<file path="src/rtl/ft_pkg.sv">
// Shared types and constants for the Goertzel spectrum engine control path.
package ft_pkg;

    typedef enum logic [2:0] {
        S_IDLE,
        S_C_REQ,
        S_C_WR,
        S_READY,
        S_FRAME,
        S_DRAIN,
        S_DONE
    } seq_state_t;

    localparam int ST_COEF_BUSY  = 0;
    localparam int ST_COEF_READY = 1;
    localparam int ST_FRAME_BUSY = 2;
    localparam int ST_FRAME_DONE = 3;
    localparam int ST_ERR        = 4;

    localparam int DEF_NF = 11;
    localparam int DEF_NS = 100000;

    // Non-sticky status flags implied by a state; coefficients stay valid through every frame state.
    function automatic logic [2:0] state_flags(seq_state_t s);
        logic [2:0] f;
        f = '0;
        f[ST_COEF_BUSY]  = (s == S_C_REQ) || (s == S_C_WR);
        f[ST_COEF_READY] = (s == S_READY) || (s == S_FRAME) || (s == S_DRAIN) || (s == S_DONE);
        f[ST_FRAME_BUSY] = (s == S_FRAME) || (s == S_DRAIN);
        return f;
    endfunction

endpackage

</file>
<file path="src/rtl/ft_frame_counter.sv">
// Frame sample counter with last-sample detect, plus the timeout counter used while draining.
module ft_frame_counter
    import ft_pkg::*;
#(
    parameter int NS  = DEF_NS,
    parameter int TMO = 64
) (
    input  logic clk,
    input  logic rst,
    input  logic clr,
    input  logic inc,
    input  logic drain,
    output logic last,
    output logic timeout
);
    localparam int CNTW = (NS > 1) ? $clog2(NS) : 1;
    localparam int TW   = (TMO > 1) ? $clog2(TMO) : 1;

    logic [CNTW-1:0] cnt;
    logic [TW-1:0]   tmo_cnt;

    // The final sample leaves the frame instead of incrementing, so cnt never wraps.
    always_ff @(posedge clk) begin
        if (rst || clr) begin
            cnt <= '0;
        end else if (inc && !last) begin
            cnt <= cnt + CNTW'(1);
        end
    end

    always_ff @(posedge clk) begin
        if (rst || !drain) begin
            tmo_cnt <= '0;
        end else if (!timeout) begin
            tmo_cnt <= tmo_cnt + TW'(1);
        end
    end

    assign last    = (cnt == CNTW'(NS - 1));
    assign timeout = drain && (tmo_cnt == TW'(TMO - 1));

endmodule

</file>
<file path="src/rtl/goertzel_sequencer.sv">
// Shares one CORDIC across all bins to load coefficients, then sequences framed streaming into the bins.
module goertzel_sequencer
    import ft_pkg::*;
#(
    parameter int NF  = DEF_NF,
    parameter int NS  = DEF_NS,
    parameter int FW  = 32,
    parameter int CW  = 32,
    parameter int TMO = 64
) (
    input  logic             clk,
    input  logic             rst,
    input  logic             cfg_start,
    input  logic [NF*FW-1:0] freq_i,
    output logic             cordic_req,
    output logic [FW-1:0]    cordic_freq,
    input  logic             cordic_ack,
    input  logic [CW-1:0]    cordic_cos,
    input  logic [CW-1:0]    cordic_sin,
    output logic [NF-1:0]    coef_we,
    output logic [CW-1:0]    coef_cos,
    output logic [CW-1:0]    coef_sin,
    input  logic             run,
    input  logic             sample_valid,
    output logic             bin_clr,
    output logic             bin_en,
    output logic             bin_last,
    input  logic [NF-1:0]    bin_valid,
    output logic             frame_done,
    output logic [4:0]       status
);
    localparam int IW = (NF > 1) ? $clog2(NF) : 1;

    seq_state_t    state;
    logic [IW-1:0] idx;
    logic [2:0]    flags;
    logic          sticky_done;
    logic          sticky_err;
    logic          cfg_allowed;
    logic          cnt_last;
    logic          drain_timeout;

    assign cfg_allowed = (state == S_IDLE) || (state == S_READY) || (state == S_DONE);

    // A reload request in READY wins over starting a frame, so no clear is issued then.
    assign bin_clr  = (state == S_READY) && run && !cfg_start;
    assign bin_en   = (state == S_FRAME) && sample_valid && run;
    assign bin_last = bin_en && cnt_last;
    assign status   = {sticky_err, sticky_done, flags};

    ft_frame_counter #(
        .NS  (NS),
        .TMO (TMO)
    ) u_counter (
        .clk     (clk),
        .rst     (rst),
        .clr     (bin_clr),
        .inc     (bin_en),
        .drain   (state == S_DRAIN),
        .last    (cnt_last),
        .timeout (drain_timeout)
    );

    always_ff @(posedge clk) begin
        if (rst) begin
            state       <= S_IDLE;
            idx         <= '0;
            flags       <= '0;
            sticky_done <= 1'b0;
            sticky_err  <= 1'b0;
            cordic_req  <= 1'b0;
            cordic_freq <= '0;
            coef_we     <= '0;
            coef_cos    <= '0;
            coef_sin    <= '0;
            frame_done  <= 1'b0;
        end else begin
            coef_we    <= '0;
            frame_done <= 1'b0;
            if (cfg_start && !cfg_allowed) begin
                sticky_err <= 1'b1;
            end
            case (state)
                S_IDLE, S_READY, S_DONE: begin
                    if (cfg_start) begin
                        state       <= S_C_REQ;
                        flags       <= state_flags(S_C_REQ);
                        idx         <= '0;
                        cordic_req  <= 1'b1;
                        cordic_freq <= freq_i[FW-1:0];
                        sticky_done <= 1'b0;
                    end else if (state == S_READY && run) begin
                        state       <= S_FRAME;
                        flags       <= state_flags(S_FRAME);
                        sticky_done <= 1'b0;
                    end else if (state == S_DONE) begin
                        state <= S_READY;
                        flags <= state_flags(S_READY);
                    end
                end
                S_C_REQ: begin
                    if (cordic_ack) begin
                        cordic_req <= 1'b0;
                        coef_cos   <= cordic_cos;
                        coef_sin   <= cordic_sin;
                        coef_we    <= NF'(1) << idx;
                        state      <= S_C_WR;
                    end
                end
                S_C_WR: begin
                    if (idx == IW'(NF - 1)) begin
                        state <= S_READY;
                        flags <= state_flags(S_READY);
                    end else begin
                        idx         <= idx + IW'(1);
                        state       <= S_C_REQ;
                        cordic_req  <= 1'b1;
                        cordic_freq <= freq_i[(int'(idx) + 1) * FW +: FW];
                    end
                end
                S_FRAME: begin
                    if (bin_last) begin
                        state <= S_DRAIN;
                    end
                end
                S_DRAIN: begin
                    if (&bin_valid) begin
                        state       <= S_DONE;
                        flags       <= state_flags(S_DONE);
                        frame_done  <= 1'b1;
                        sticky_done <= 1'b1;
                    end else if (drain_timeout) begin
                        state      <= S_READY;
                        flags      <= state_flags(S_READY);
                        sticky_err <= 1'b1;
                    end
                end
                default: begin
                    state <= S_IDLE;
                    flags <= '0;
                end
            endcase
        end
    end

endmodule
</file>
<file path="config.mk">
export PLATFORM = sky130hd
export DESIGN_NAME = goertzel_sequencer
export DESIGN_NICKNAME = d
export VERILOG_FILES = /design/src/rtl/ft_pkg.sv /design/src/rtl/ft_frame_counter.sv /design/src/rtl/goertzel_sequencer.sv
export SDC_FILE = /design/constraint.sdc
export NUM_CORES = 1
export LEC_CHECK = 0
export BUFFER_PORTS_ARGS = -buffer_cell sky130_fd_sc_hd__buf_2
export CORE_AREA = 4 4 213 215
export DETAILED_ROUTE_END_ITERATION = 16
export DIE_AREA = 0 0 217 219
export GPL_TIMING_DRIVEN = 0
export PLACE_DENSITY = 0.43
export SLEW_MARGIN = 0
export SYNTH_ARGS = -nofsm -noshare
export SYNTH_HDL_FRONTEND = slang
export SYNTH_SLANG_ARGS = --single-unit
</file>
<file path="constraint.sdc">
create_clock -name clk -period 2.43 [get_ports clk]
set_input_delay 0.486 -clock clk [delete_from_list [all_inputs] [get_ports clk]]
set_output_delay 0.486 -clock clk [all_outputs]
set_load 0.02 [all_outputs]
</file>
==> results_dict.tcl, run 1 <==
set metrics [dict create \
    crit_fanout 8 \
    clk_pin_slew_ns 0.07 \
    first_global_vias 10300 \
    grt_max_degree 19 \
    fin_skew_ns 0.0105 \
    power_frac_clock_pct 30.0 \
    area_delta_synth_final_pct 49.8 \
    setup-violations-final 0 \
    synthCells 990 \
    outcome "finished, final reports clean" \
    clock_latency_ns 0.43 \
    cts.root.buffer_cell "clkbuf_16" \
    cts_tree "built" \
    drt-pass1-iter-count 5 \
    power.density_mw_per_mm2 683 \
    gp_congestion 0.890 \
    slew_violations 0 \
    switching_share_pct 36.7 \
    antenna_found_initial 6 \
    synth_edf_count 0 \
    yosys.area.top_type "dfxtp_1" \
    min_period_ns 2.34 \
    dp_hpwl_um 37000 \
    numCtsBuffers 17 \
    drive_above_1_share_pct 45.9 \
    yosys.area.top_type_share_pct 33.0 \
    synth_nets 1429 \
    startpoint_type "flip-flop" \
    tightest_slew_ns 0.838 \
    die_area_mm2 0.0475 \
    slowest_delay_ns 0.35 \
    critPathCaptureType "flip-flop" \
    ys_seq_area_share_pct 33.0 \
    ys_dominant_reg_cell "dfxtp_1" \
    floorplan.initialDensity_pct 20.0 \
    post_drt_via_cell_ratio 4.59 \
    yosysMostFrequentCell "dfxtp_1" \
    ctsHoldBuffers 0 \
    maxCapViolations 0 \
    synth_area_per_cell_um2 8.82 \
    power.internal_mw 5.66 \
    drc_errors 0 \
    hold_path_class "input pin to flip-flop" \
    timing.fmax_mhz 427 \
    n_fill_cell 4807 \
    ir_worst_vdd_mv 0.518 \
    p_leak_nw 5.73 \
    synth_warnings 0 \
    slowest_stage "dfxtp_2" \
    crit_buf_inv 6 \
    syn_area_mm2 0.00873 \
    seq_area_mm2 0.00289 \
    arrival_ns 2.68 \
    synth_seq_cells 144 \
    ioPinCount 550 \
    grt_overflow_total 0 \
    htreeDepth 4 \
    num_vias 9986 \
    drt-total-wl_um 45400 \
    rsz0062_at_grt "true" \
    ys_top_cells_by_count "dfxtp_1, nand2_1, a21oi_1" \
    multi_input_area_mm2 0.00546 \
    drtIter0Drc 482 \
    cp_data_required_time_ns 2.77 \
    clock_sinks 144 \
    cpLargestDelayFamily "buffers and inverters" \
    die_h_um 219 \
    core_area_mm2 0.0437 \
    ys_top_cells_by_area "dfxtp_1, mux2i_1, mux4_2, a21oi_1, nand2_1" \
    ant_nets 0 \
    switching_power_mw 3.27 \
    row_count 77 \
    report.final.hold_viol_count 0 \
    p_comb_share_pct 39.5 \
    path_class "flip-flop to flip-flop" \
    path_cells "buf_4 > buf_12 > buf_16 > inv_1 > ha_2 > and3b_2 > o21ai_4 > a31oi_4 > buf_12 > buf_4 > o41ai_2" \
    clk_path_buf_depth 2 \
    post-route-period-util_pct 96.5 \
    synth.distinct_cells 56 \
    total_power_mw 8.93 \
    fin_nets 2006 \
    wire_per_inst_um 20.9 \
    slew_headroom_pct 44.1 \
    fp.dieW_um 217 \
    grt_pass1_wl_um 64600 \
    postSynth.asyncResetShare_pct 0 \
    port_buffers 547 \
    final_util_pct 29.9 \
    grt.total_usage_pct 18.1 \
    pwr-share-seq_pct 30.5 \
]
==> layout by cell type, fill, tap and decap left out, drive strengths merged, types with 12 or more instances in the layout <==
master,instances
a221oi,32
dfxtp,144
xor2,18
clkbuf,64
nand2,142
nor2,63
nand3,45
buf,605
o21ai,46
nand2b,35
mux2i,98
nand4,14
o41ai,32
a21oi,115
mux4,32
and2,12
inv,12
==> power groups by stage <==
stage / registers, mW / logic (mW) / clock network [mW]
after floorplan: 3.03 / 1.82 / 0
after global placement: 2.76 / 3.39 / 0
after detailed placement: 2.77 / 3.41 / 0
after CTS: 2.72 / 3.52 / 2.81
after global routing: 2.75 / 3.81 / 2.90
final: 2.72 / 3.53 / 2.68
==> worst reg2reg max path, stage by stage (launching register included) <==
cell and delay [ns]:
dfxtp_2 0.35, buf_4 0.14, buf_12 0.11, buf_16 0.10, inv_1 0.07, ha_2 0.19, and3b_2 0.24, o21ai_4 0.15
a31oi_4 0.17, buf_12 0.18, buf_4 0.19, o41ai_2 0.35
==> per-stage QoR <==
step	worst slack (ns)	setup TNS (ns)	instance area [um^2]	hold WS (ns)	std cells
after floorplan	0.0275	0	8730	0.458	990
after global placement	-0.963	-29.40	12200	0.439	2129
after detailed placement	-0.978	-30.87	12200	0.444	2129
after CTS	0.00721	0	12900	0.251	2166
after global routing	-0.00857	-0.0161	13100	0.262	2173
final	0.0858	0	13100	0.289	2175
==> final cells by class <==
| type | count | share of cell area, % |
|---|---|---|
| Sequential cell | 144 | 22.1 |
| Multi-Input combinational cell | 746 | 41.7 |
| Timing Repair Buffer | 559 | 21.6 |
| Tap cell | 592 | 5.66 |
| Antenna cell | 4 | 0.0765 |
| Clock inverter | 11 | 1.00 |
| Buffer | 90 | 4.17 |
| Clock buffer | 20 | 3.41 |
| Inverter | 9 | 0.258 |
==> worst paths after layout <==
path / endpoint / slack [ns] / depth (start not counted) / start
setup / recovery: cordic_freq[18]$_SDFFE_PP0P_ / 0.09 / 11 / idx[0]$_SDFFE_PP0P_
hold / removal: coef_sin[12]$_SDFFE_PP0N_ / 0.29 / 3 / cordic_sin[12]
setup reg to reg: cordic_freq[18]$_SDFFE_PP0P_ / 0.09 / 11 / idx[0]$_SDFFE_PP0P_
hold reg to reg: coef_cos[22]$_SDFFE_PP0N_ / 0.45 / 2 / coef_cos[22]$_SDFFE_PP0N_
==> per-layer routing <==
metal / vias up / part of all wire [%] / global-route usage (%)
met1: 4820 / 44 / 23.4
met3: 41 / 6.3 / 4.60
li1: 4770 / - / -
met4: 4 / 1.5 / 4.37
met2: 351 / 48 / 30.5
met5: - / 0.044 / 0
==> logic make-up (layout without fill, tap and decap cells) <==
group,after synthesis,after routing,share of synthesized area [%]
other,0,4,0
buffers and inverters,100,689,5.56
XOR/XNOR,21,21,2.11
adder cells (fa/ha/maj),6,6,0.860
flip-flops,144,144,33.0
AND/OR/NAND/NOR,351,351,19.6
multiplexers,130,130,19.5
AO/OA/AOI/OAI,238,238,19.4
==> flip-flops by register name, summed over array words and instances (netlist names), 3 cells and up <==
register and flops:
flags 3, coef_sin 32, u_counter.cnt 17, cordic_freq 32
coef_cos 32, u_counter.tmo_cnt 6, idx 4, state 3
coef_we 11
==> what timing repair did <==
| action | 4_1_cts | 5_1_grt |
|---|---|---|
| pin swaps | 3 | 2 |
| resized for setup | 31 | 29 |
| setup buffers | 7 | 5 |
| setup endpoints to repair | 41 | 38 |
Note: power is estimated with default switching activity, not from simulation.
==> run 2, diff against run 1 <==
--- a/config.mk
+++ b/config.mk
@@ -10,7 +10,7 @@
 export DETAILED_ROUTE_END_ITERATION = 16
 export DIE_AREA = 0 0 217 219
 export GPL_TIMING_DRIVEN = 0
-export PLACE_DENSITY = 0.43
+export PLACE_DENSITY = 0.51
 export SLEW_MARGIN = 0
 export SYNTH_ARGS = -nofsm -noshare
 export SYNTH_HDL_FRONTEND = slang
==> run 2 against run 1 <==
  * Setup slack better by 0.015 ns
  * Fmax is 0.64% higher
  * First-iteration DRC count is 7.5% higher
  * Core utilization is 0.18 points higher
  * Clock-buffer cell count stayed put
  * Via count is 0.88% higher
  * Highest routed layer unchanged
==> results_dict.tcl, run 2 (synthesized netlist as in run 1, its figures left out) <==
set metrics [dict create \
    switching_power_mw 3.34 \
    multi_input_area_mm2 0.00547 \
    power_frac_clock_pct 30.5 \
    path_cells "buf_6 > buf_12 > buf_16 > clkinvlp_4 > ha_4 > and3b_2 > o21ai_2 > a31oi_4 > buf_12 > buf_6 > o41ai_2" \
    hold_path_class "input pin to flip-flop" \
    grt_max_degree 19 \
    slowest_delay_ns 0.35 \
    core_area_mm2 0.0437 \
    die_h_um 219 \
    power.internal_mw 5.76 \
    drive_above_1_share_pct 46.4 \
    num_vias 10100 \
    switching_share_pct 36.7 \
    first_global_vias 10200 \
    setup_tns_ns 0 \
    startpoint_type "flip-flop" \
    slowest_stage "dfxtp_2" \
    clock_sinks 144 \
    post-route-period-util_pct 95.9 \
    ir_worst_vdd_mv 0.440 \
    grt_overflow_total 0 \
    drtIter0Drc 518 \
    maxCapViolations 0 \
    mostFrequentLayoutCells "buf_2, nand2_1, dfxtp_1" \
    pwr-share-seq_pct 30.0 \
    critical_path.startpoint "idx[0]$_SDFFE_PP0P_" \
    timing.fmax_mhz 429 \
    report.final.hold_viol_count 0 \
    grt.total_usage_pct 17.5 \
    antenna_found_initial 4 \
    tightest_slew_ns 0.901 \
    p_comb_share_pct 39.5 \
    gp_congestion 0.907 \
    holdPathStages 3 \
    fin_skew_ns 0.0127 \
    n_fill_cell 4814 \
    dp_hpwl_um 36200 \
    numCtsBuffers 17 \
    hold_slack_ns 0.288 \
    cp_data_required_time_ns 2.76 \
    fin_nets 2009 \
    drc_errors 0 \
    crit_fanout 10 \
    drt-total-wl_um 43900 \
    floorplan.initialDensity_pct 20.0 \
    ant_nets 0 \
    min_from "cordic_sin[9]" \
    regToRegStartpoint "idx[0]$_SDFFE_PP0P_" \
    power.density_mw_per_mm2 692 \
    slew_headroom_pct 39.9 \
    drt-pass1-iter-count 5 \
    path_class "flip-flop to flip-flop" \
    clk_path_buf_depth 2 \
    area_delta_synth_final_pct 50.7 \
    reg2reg_to "cordic_freq[31]$_SDFFE_PP0P_" \
    min_period_ns 2.33 \
    cts.root.buffer_cell "clkbuf_16" \
    reg_top3 "coef_cos: 32 flops, coef_sin: 32 flops, cordic_freq: 32 flops" \
    die_area_mm2 0.0475 \
    htreeDepth 4 \
    outcome "finished, final reports clean" \
    seq_area_mm2 0.00289 \
    cp-endpoint "cordic_freq[31]$_SDFFE_PP0P_" \
    final_common_cell "buf_2" \
    rrSetupSlack_ns 0.10 \
    post_drt_via_cell_ratio 4.63 \
    p_leak_nw 5.81 \
    setup-violations-final 0 \
    clk_pin_slew_ns 0.07 \
    cts_tree "built" \
    ioPinCount 550 \
    r2r_cells 11 \
    clock_latency_ns 0.43 \
    critPathCaptureType "flip-flop" \
    arrival_ns 2.66 \
    slew_violations 0 \
    fp.dieW_um 217 \
    grt_pass1_wl_um 62600 \
    row_count 77 \
    port_buffers 547 \
    final_util_pct 30.1 \
    wire_per_inst_um 20.2 \
]
run 2: cell type report:
cell class | count | area share, %
Antenna cell | 3 | 0.0570
Buffer | 90 | 4.10
Clock buffer | 20 | 3.47
Clock inverter | 12 | 1.11
Inverter | 9 | 0.285
Multi-Input combinational cell | 746 | 41.5
Sequential cell | 144 | 21.9
Tap cell | 592 | 5.63
Timing Repair Buffer | 562 | 21.9
run 2: how the worst min path moves through the flow:
stage,to
final,coef_sin[9]$_SDFFE_PP0N_
after CTS,coef_sin[8]$_SDFFE_PP0N_
after floorplan,u_counter.cnt[1]$_SDFFE_PP0P_
after detailed placement,coef_sin[31]$_SDFFE_PP0N_
after global placement,coef_sin[6]$_SDFFE_PP0N_
after global routing,coef_sin[9]$_SDFFE_PP0N_
run 2: what timing repair did:
action | in CTS | in global routing
pin swaps | 4 | 4
setup buffers | 6 | 9
resized for setup | 35 | 28
setup endpoints to repair | 41 | 38
hold buffers | 0 | 0
run 2: power groups by stage:
| stage | Sequential, mW | Clock [mW] | Combinational (mW) |
|---|---|---|---|
| 3_5_place_dp | 2.78 | 0 | 3.38 |
| 5_1_grt | 2.76 | 2.99 | 3.86 |
| 4_1_cts | 2.73 | 2.88 | 3.54 |
| 2_1_floorplan | 3.03 | 0 | 1.82 |
| 3_3_place_gp | 2.77 | 0 | 3.36 |
| 6_report | 2.73 | 2.77 | 3.60 |
run 2: critical path, delay by kind of cell, from the launching register on:
kind | cells | cell delay, ns
flip-flops | 1 | 0.35
AO/OA/AOI/OAI | 3 | 0.67
AND/OR/NAND/NOR | 1 | 0.24
buffers and inverters | 6 | 0.79
adder cells (fa/ha/maj) | 1 | 0.18
run 2: per-stage QoR:
step | instances | worst slack [ns] | power (mW) | area, um^2
after floorplan | 990 | 0.0275 | 4.85 | 8730
after global placement | 2129 | -0.926 | 6.13 | 12200
after detailed placement | 2129 | -1.01 | 6.16 | 12200
after CTS | 2166 | 0.000473 | 9.15 | 13000
after global routing | 2177 | -0.00213 | 9.61 | 13200
final | 2178 | 0.101 | 9.11 | 13200
run 2: metal layers:
layer | global-route usage, % | share of wire [%] | up-vias
met4 | 4.26 | 1.8 | 2
met1 | 22.5 | 43 | 4824
met2 | 29.2 | 48 | 423
met3 | 5.01 | 7.8 | 49
met5 | 0 | 0.030 | -
li1 | - | - | 4776
==> run 3, diff against run 2 <==
==> constraint.sdc (replaced) <==
create_clock -name clk -period 2 [get_ports clk]
set_input_delay 0.4 -clock clk [delete_from_list [all_inputs] [get_ports clk]]
set_output_delay 0.4 -clock clk [all_outputs]
set_load 0.02 [all_outputs]
==> run 3 against run 2 <==
  * The flow now finishes with violations (setup timing)
  * Clock skew about the same
  * Sequential power rose by 23%
  * Cell count is 1.3% higher
  * Largest cell class unchanged
==> results_dict.tcl, run 3 (synthesized netlist as in run 1, its figures left out) <==
set metrics [dict create \
    critPathCaptureType "primary output" \
    slew_headroom_pct 33.7 \
    clock_latency_ns 0.44 \
    r2r_cells 13 \
    drt-total-wl_um 47400 \
    clk_path_buf_depth 2 \
    fin_ws_ns -0.188 \
    post-route-period-util_pct 109 \
    ctsHoldBuffers 0 \
    placed_cell_area_mm2 0.0123 \
    htreeDepth 4 \
    numCtsBuffers 17 \
    setup-violations-final 32 \
    dp_hpwl_um 37800 \
    grt_overflow_total 0 \
    cts_tree "built" \
    core_area_mm2 0.0437 \
    cp_data_required_time_ns 1.60 \
    critical_path.startpoint "u_counter.cnt[13]$_SDFFE_PP0P_" \
    clock_sinks 144 \
    reg_top3 "coef_cos: 32 flops, coef_sin: 32 flops, cordic_freq: 32 flops" \
    die_h_um 219 \
    min_period_ns 2.19 \
    setup_tns_ns -2.26 \
    first_global_vias 10700 \
    post_drt_via_cell_ratio 4.64 \
    placed_cells 2129 \
    fin_skew_ns 0.0123 \
    fin_nets 2035 \
    ir_worst_vdd_mv 0.755 \
    final_area_mm2 0.0141 \
    num_vias 10200 \
    grt_max_degree 17 \
    startpoint_type "flip-flop" \
    final_common_cell "buf_2" \
    failed_checks "setup timing" \
    port_buffers 547 \
    n_fill_cell 4753 \
    timing.fmax_mhz 457 \
    hold_slack_ns 0.194 \
    holdPathStages 3 \
    path_class "flip-flop to primary output" \
    tightest_slew_ns 0.994 \
    area_delta_synth_final_pct 61.2 \
    power.density_mw_per_mm2 837 \
    hold_path_class "input pin to flip-flop" \
    die_area_mm2 0.0475 \
    ant_nets 0 \
    multi_input_area_mm2 0.00594 \
    clk_pin_slew_ns 0.07 \
    grt.total_usage_pct 19.0 \
    antenna_found_initial 6 \
    outcome "finished with violations" \
    seq_area_mm2 0.00290 \
    stdcell_count 2206 \
    slew_violations 0 \
    arrival_ns 1.79 \
    cts.root.buffer_cell "clkbuf_16" \
    wire_per_inst_um 21.5 \
    ioPinCount 550 \
    report.final.hold_viol_count 0 \
    p_leak_nw 6.12 \
    rsz0062_at_grt "true" \
    drc_errors 0 \
    grt_pass1_wl_um 67600 \
    min_from "cordic_cos[19]" \
    floorplan.initialDensity_pct 20.0 \
    drt-pass1-iter-count 5 \
    maxCapViolations 0 \
    crit_fanout 3 \
    regToRegStartpoint "idx[0]$_SDFFE_PP0P_" \
    row_count 77 \
    mostFrequentLayoutCells "buf_2, nand2_1, dfxtp_1" \
    drive_above_1_share_pct 52.6 \
    fp.dieW_um 217 \
    drtIter0Drc 537 \
    gp_congestion 0.962 \
    final_util_pct 32.2 \
]
run 3: cell types whose count changed in the layout (fill, tap and decap cells not counted), sizes merged:
cell / delta
inv: +2
bufinv: -1
clkinv: +1
clkbuf: +2
buf: +22
diode: +2
run 3: final timing paths:
check	endpoint	slack, ns
min	coef_cos[19]$_SDFFE_PP0N_	0.19
min reg2reg	coef_cos[5]$_SDFFE_PP0N_	0.45
max reg2reg	cordic_freq[26]$_SDFFE_PP0P_	-0.14
max	bin_last	-0.19
run 3: power breakdown:
| group | internal [mW] | switching, mW | total (mW) |
|---|---|---|---|
| Clock | 1.79 | 1.51 | 3.30 |
| Combinational | 2.36 | 2.77 | 5.13 |
| Sequential | 3.16 | 0.195 | 3.35 |
run 3: per-stage QoR:
step / worst slack (ns) / power [mW]
after CTS: -0.306 / 11.9
after global routing: -0.286 / 12.4
after global placement: -0.815 / 7.59
after floorplan: -0.112 / 5.98
after detailed placement: -0.806 / 7.62
final: -0.188 / 11.8
run 3: timing repair:
action | CTS | global route
buffers inserted | 29 | 16
gates cloned | 6 | 0
resized for setup | 128 | 80
pin swaps | 36 | 21
setup endpoints to repair | 131 | 107
run 3: metal layers:
| layer | vias to the layer above | track usage, % | share of wire (%) |
|---|---|---|---|
| met5 | - | 0 | 0.048 |
| met4 | 4 | 7.17 | 3.2 |
| met3 | 69 | 5.80 | 7.2 |
| met2 | 418 | 33.3 | 49 |
| met1 | 4892 | 21.8 | 40 |
| li1 | 4849 | - | - |
run 3: critical path, cell delays in order, from the launching register on:
cell and delay [ns]:
dfxtp_4 0.36, nor4b_4 0.35, nand4_4 0.14, nor4_4 0.31
buf_4 0.19
run 3: cell type report:
type | instances | area share [%]
multi-input combinational | 746 | 42.2
inverter | 9 | 0.293
timing repair buffer | 591 | 22.8
clock inverter | 14 | 1.07
tap | 592 | 5.26
sequential | 144 | 20.6
clock buffer | 18 | 3.12
antenna | 5 | 0.0889
buffer | 87 | 4.58
